$ cat config.mk
export PLATFORM = sky130hd
export DESIGN_NAME = mmp_iddmm_finalsub
export DESIGN_NICKNAME = d
export VERILOG_FILES = /design/src/rtl/mmp_iddmm_finalsub.sv
export SDC_FILE = /design/constraint.sdc
export NUM_CORES = 1
export LEC_CHECK = 0
export BUFFER_PORTS_ARGS = -buffer_cell sky130_fd_sc_hd__buf_4
export CELL_PAD_IN_SITES_DETAIL_PLACEMENT = 1
export CELL_PAD_IN_SITES_GLOBAL_PLACEMENT = 1
export CORE_MARGIN = 5
export CORE_UTILIZATION = 41
export CTS_CLUSTER_DIAMETER = 60
export CTS_CLUSTER_SIZE = 30
export DETAILED_ROUTE_END_ITERATION = 8
export PLACE_DENSITY = 0.87
export SYNTH_ARGS = -nofsm -noshare
export SYNTH_HDL_FRONTEND = slang
export SYNTH_SLANG_ARGS = --single-unit
$ cat constraint.sdc
create_clock -name clk -period 17.1 [get_ports clk]
set_input_delay 3.42 -clock clk [delete_from_list [all_inputs] [get_ports clk]]
set_output_delay 3.42 -clock clk [all_outputs]
set_load 0.05 [all_outputs]
$ cat src/rtl/mmp_iddmm_finalsub.sv
// mmp_iddmm_finalsub: IDDMM final conditional subtraction, R = (an | A>=M) ? A-M : A.
// Option MMP_FINALSUB_FAST_AN_EN: when an=1 the compare pass is skipped.
module mmp_iddmm_finalsub #(
   parameter int K      = 128,
   parameter int N      = 32,
   parameter int AW     = 5,
   parameter int RD_LAT = 1
) (
   input  logic          clk,
   input  logic          rst_n,
   input  logic          comp_req,
   input  logic          ref_an,
   output logic          comp_end,
   output logic          busy,
   output logic          rd_ena,
   output logic [AW-1:0] rd_addr,
   input  logic [K-1:0]  a_rdata,
   input  logic [K-1:0]  m_rdata,
   output logic          res_wr_ena,
   output logic [AW-1:0] res_wr_addr,
   output logic [K-1:0]  res_wr_data
);

   localparam logic [2:0] S_IDLE    = 3'd0;
   localparam logic [2:0] S_CMP     = 3'd1;
   localparam logic [2:0] S_CMP_DRN = 3'd2;
   localparam logic [2:0] S_SUB     = 3'd3;
   localparam logic [2:0] S_SUB_DRN = 3'd4;
   localparam logic [2:0] S_DONE    = 3'd5;

   localparam logic [AW-1:0] LAST = AW'(N - 1);

   logic [2:0]        state;
   logic              armed;
   logic              an;
   logic              b;
   logic              sel;
   logic [AW-1:0]     wa;
   logic [RD_LAT-1:0] vld;
   logic              dv;
   logic              b_nxt;
   logic              wr_v;
   logic [K:0]        diff;

   // Word subtract at K+1 bits; the top bit is the borrow A_k < M_k + b.
   always_comb begin
      dv          = vld[RD_LAT-1];
      diff        = {1'b0, a_rdata} - {1'b0, m_rdata} - {{K{1'b0}}, b};
      b_nxt       = diff[K];
      wr_v        = dv && (state == S_SUB || state == S_SUB_DRN);
      res_wr_ena  = wr_v;
      res_wr_addr = '0;
      res_wr_data = '0;
      if (wr_v) begin
         res_wr_addr = wa;
         res_wr_data = sel ? diff[K-1:0] : a_rdata;
      end
   end

   // Read-data valid tracker, RD_LAT cycles behind rd_ena.
   always_ff @(posedge clk or negedge rst_n) begin
      if (!rst_n) vld <= '0;
      else        vld <= (vld << 1) | RD_LAT'(rd_ena);
   end

   // Re-arm only after comp_req has been seen low once after a finish.
   always_ff @(posedge clk or negedge rst_n) begin
      if (!rst_n) armed <= 1'b1;
      else        armed <= !comp_req || (armed && state != S_DONE);
   end

   // Control: compare pass, subtract/write pass, done pulse.
   always_ff @(posedge clk or negedge rst_n) begin
      if (!rst_n) begin
         state    <= S_IDLE;
         an       <= 1'b0;
         b        <= 1'b0;
         sel      <= 1'b0;
         wa       <= '0;
         comp_end <= 1'b0;
         busy     <= 1'b0;
         rd_ena   <= 1'b0;
         rd_addr  <= '0;
      end else begin
         case (state)
            S_IDLE: begin
               if (comp_req && armed) begin
                  an      <= ref_an;
                  b       <= 1'b0;
                  wa      <= '0;
                  busy    <= 1'b1;
                  rd_ena  <= 1'b1;
                  rd_addr <= '0;
                  sel     <= 1'b0;
`ifdef MMP_FINALSUB_FAST_AN_EN
                  if (ref_an) begin
                     sel   <= 1'b1;
                     state <= S_SUB;
                  end else begin
                     state <= S_CMP;
                  end
`else
                  state   <= S_CMP;
`endif
               end
            end
            S_CMP, S_SUB: begin
               if (dv) begin
                  b  <= b_nxt;
                  wa <= wa + 1'b1;
               end
               if (rd_addr == LAST) begin
                  rd_ena  <= 1'b0;
                  rd_addr <= '0;
                  state   <= (state == S_CMP) ? S_CMP_DRN : S_SUB_DRN;
               end else begin
                  rd_addr <= rd_addr + 1'b1;
               end
            end
            S_CMP_DRN: begin
               if (dv) begin
                  if (wa == LAST) begin
                     sel    <= an | ~b_nxt;
                     b      <= 1'b0;
                     wa     <= '0;
                     rd_ena <= 1'b1;
                     state  <= S_SUB;
                  end else begin
                     b  <= b_nxt;
                     wa <= wa + 1'b1;
                  end
               end
            end
            S_SUB_DRN: begin
               if (dv) begin
                  if (wa == LAST) begin
                     comp_end <= 1'b1;
                     state    <= S_DONE;
                  end else begin
                     b  <= b_nxt;
                     wa <= wa + 1'b1;
                  end
               end
            end
            S_DONE: begin
               comp_end <= 1'b0;
               busy     <= 1'b0;
               state    <= S_IDLE;
            end
            default: state <= S_IDLE;
         endcase
      end
   end

endmodule

==> summary.txt <==
Status - finished clean
Setup repair after global routing missed its margin - false
Wire length of the first global-routing pass - 93,300 um
Final Cycle Share - 68.8%
TritonCTS clock tree - done
Gr busiest metal - met2
Area added between synthesis and finish - 24.2%
Seq/Total Area, Yosys - 3.76%
# DRC - 0
Net count, final - 3,053
Row Count - 67
Die H - 195 um
FMAX - 84.9 MHz
CP max FO - 4
DRT iter0 DRCs - 830
Antenna violations before repair - 3
Leak - 9.02 nW
Layout cells sized above 1 - 17.4%
Slowest stage delay, CP - 0.54 ns
Routability cong. - 0.992
IO Pins - 402
Ys async rst share - 100%
Pre-antenna DRT Iters - 5
Vias per cell - 5.61
Hold WC Path Type - reg2reg
Setup violators final - 0
Final setup margin - 5.33 ns
Vias in the first global route - 17,784
Peak supply drop - 0.0334 mV
Fin cells - 2,981
CP Class - in2out
Die X - 195 um
Syn_nets - 2,729
Worst-path clk slew - 0.06 ns
Root buf cell - clkbuf_16
Post-synth EDFFs - 0
Met2 Resource Use GR - 53.9%
Top_reg_cell synth - dfrtp_1
Detailed placement HPWL - 52,500 um
PostCTS Resize Cnt - 0
Setup tns final - 0 ns
Avg WL per Cell - 20.0 um
Max-slew violations - 0
Critical-path cell list - buf_4 > fa_1 > inv_1 > ha_1 > or2_2 > fa_1 > nor3b_2 > o21ai_2 > o2111ai_1 > a2111oi_4 > o211ai_4 > o21ai_1 > a221oi_2 > o21ai_2 > a41o_1 > a41o_1 > a31oi_1 > xor2_1 > o21ai_1 > buf_4
Worst setup EP type - primary output
Dpl cells - 2,976
Global Route Usage Sum - 29.5%
Tightest Pin Transition - 0.849 ns
Clock skew - 0.00528 ns
Clock latency on the worst-skew pair - 0.25 ns
Req. time, crit path - 13.68 ns
Synth warn - 0
CTS Hold Buffers Added - 0
Die area - 38,000 um^2
Via Count - 16,734
Final core occ - 51.7%
Mapped Cells - 2,209
Met1 Track Usage GR - 36.1%
FF+latch count, synth - 21
Remaining Overflow, GRT - 0
CP arrival - 8.35 ns
Post-placement setup slack - 5.36 ns
H-tree depth - 1
Met3 GRT Util - 4.31%
Largest net degree at the start of global routing - 50
Mapped Avg Cell Area - 6.34 um^2
Routed WL - 59,500 um
Worst setup SP type - primary input
Max clock buf depth - 2
Initial Utilization - 41.7%
Final ANT Viol Nets - 0
# port buffers - 401
Slowest cell on crit path - fa_1
Number of max-cap violations - 0
Hold Vio Cnt, Final - 0
Power density over the cells - 47.9 nW/um^2
Worst slew margin - 42.6%
Total clock sinks - 21
Synthesized area - 14,000 um^2
Fill cells - 4,592
TritonCTS Buffers - 3
Distinct cell type count after synthesis - 74
Post-CTS Setup Inserts - 0
Core ar. - 33,600 um^2
Crit path time final - 11.77 ns
[where the power goes]
part | leakage [nW] | internal [mW] | switching [mW]
combinational | 8.72 | 0.280 | 0.454
sequential | 0.260 | 0.0503 | 0.000344
clock | 0.0409 | 0.0314 | 0.0177
total | 9.02 | 0.361 | 0.472
[per-stage QoR]
step | total power, mW | area (um^2) | hold WS, ns
global route | 0.905 | 17400 | 0.449
detailed placement | 0.771 | 17300 | 0.422
CTS | 0.825 | 17400 | 0.435
finish | 0.833 | 17400 | 0.438
global placement | 0.756 | 17300 | 0.417
floorplan | 0.532 | 14000 | 0.446
[flip-flops by register name (all words and copies together), names as in the netlist]
register / cells
b: 1
wa: 5
rd_addr: 5
rd_ena: 1
an: 1
sel: 1
armed: 1
dv: 1
comp_end: 1
busy: 1
state: 3
[cell families (layout without fill, tap and decap cells)]
family | after synthesis | after routing | synth area share, %
AOI/OAI and AO/OA | 608 | 608 | 26.4
xor gates and xnor gates | 130 | 130 | 8.13
adders and majority gates | 260 | 260 | 23.3
buffers and inverters | 529 | 852 | 14.2
DFF | 21 | 21 | 3.76
muxes | 77 | 77 | 5.52
other | 0 | 1 | 0
and+or+nand+nor | 584 | 584 | 18.6
[cells in the final DEF, fill, tap and decap left out, types with 9 or more instances in the layout]
master / instances
inv_1: 439
buf_4: 406
ha_1: 258
a21oi_1: 218
nand2_1: 207
nor2_1: 198
o21ai_0: 137
xnor2_1: 78
mux2i_1: 75
nand4_1: 61
xor2_1: 52
o21ai_1: 49
a21o_1: 45
o21bai_1: 44
nor3_1: 27
nand3_1: 22
a31oi_1: 19
dfrtp_1: 19
o21a_1: 12
and3_1: 11
nand2b_1: 11
a211oi_1: 10
nor4_1: 9
nor2b_1: 9
[per-layer routing]
layer | vias to the layer above | routed length (um)
met1 | 8025 | 25200
li1 | 8109 | -
met5 | - | 34
met2 | 486 | 29200
met4 | 4 | 1730
met3 | 110 | 3340
[critical path, delay by kind of cell]
kind / cells / cell delay, ns
AO/OA/AOI/OAI: 11 / 2.71
XOR/XNOR: 1 / 0.21
adder cells (fa/ha/maj): 3 / 1.15
buffers and inverters: 3 / 0.38
AND/OR/NAND/NOR: 2 / 0.49
[worst paths after layout]
path | start | to | slack (ns) | depth (start not counted)
setup / recovery | a_rdata[0] | res_wr_data[96] | 5.33 | 20
hold / removal | rd_ena | dv | 0.44 | 0
setup reg to reg | b | b | 11.49 | 19
hold reg to reg | rd_ena | dv | 0.44 | 0
max in group asynchronous | rst_n | armed | 13.78 | 1
min in group asynchronous | rst_n | busy | 3.04 | 1
[area by class of cell]
| type | count | area [um^2] | area share (%) |
|---|---|---|---|
| multi-input cells | 1659 | 11500 | 66.2 |
| repair buffers | 406 | 3050 | 17.5 |
| inverters | 442 | 1660 | 9.54 |
| well taps | 448 | 561 | 3.22 |
| flip-flops and latches | 21 | 531 | 3.05 |
| clock buffers | 3 | 75.1 | 0.432 |
| clock inverters | 1 | 5.00 | 0.0288 |
| diodes | 1 | 2.50 | 0.0144 |
[cells in the mapped netlist, drive strengths merged, types with 3 or more instances]
cell type | instances | area (um^2)
nand2 | 208 | 781
and2 | 8 | 50.1
a21oi | 218 | 1090
a21o | 45 | 338
a211oi | 11 | 87.6
and3 | 11 | 68.8
o21a | 12 | 90.1
nor2b | 9 | 56.3
a41oi | 3 | 33.8
nor4 | 10 | 68.8
nand3 | 22 | 110
inv | 442 | 1660
ha | 258 | 3230
a21boi | 7 | 52.6
xor2 | 52 | 455
buf | 5 | 18.8
xnor2 | 78 | 683
or3 | 4 | 30.0
clkbuf | 82 | 308
dfrtp | 20 | 500
a221oi | 6 | 58.8
o41ai | 5 | 43.8
o31a | 3 | 26.3
o21bai | 44 | 330
a22oi | 3 | 36.3
nor2 | 199 | 747
mux2i | 75 | 751
o221ai | 7 | 61.3
nand4 | 61 | 382
a31oi | 20 | 140
nor3 | 28 | 145
or2 | 4 | 25.0
o31ai | 5 | 37.5
o211ai | 6 | 58.8
nor3b | 3 | 27.5
nand2b | 11 | 68.8
a41o | 4 | 40.0
a221o | 3 | 30.0
o21ai | 189 | 957
Note: power is estimated with default switching activity, not from simulation.
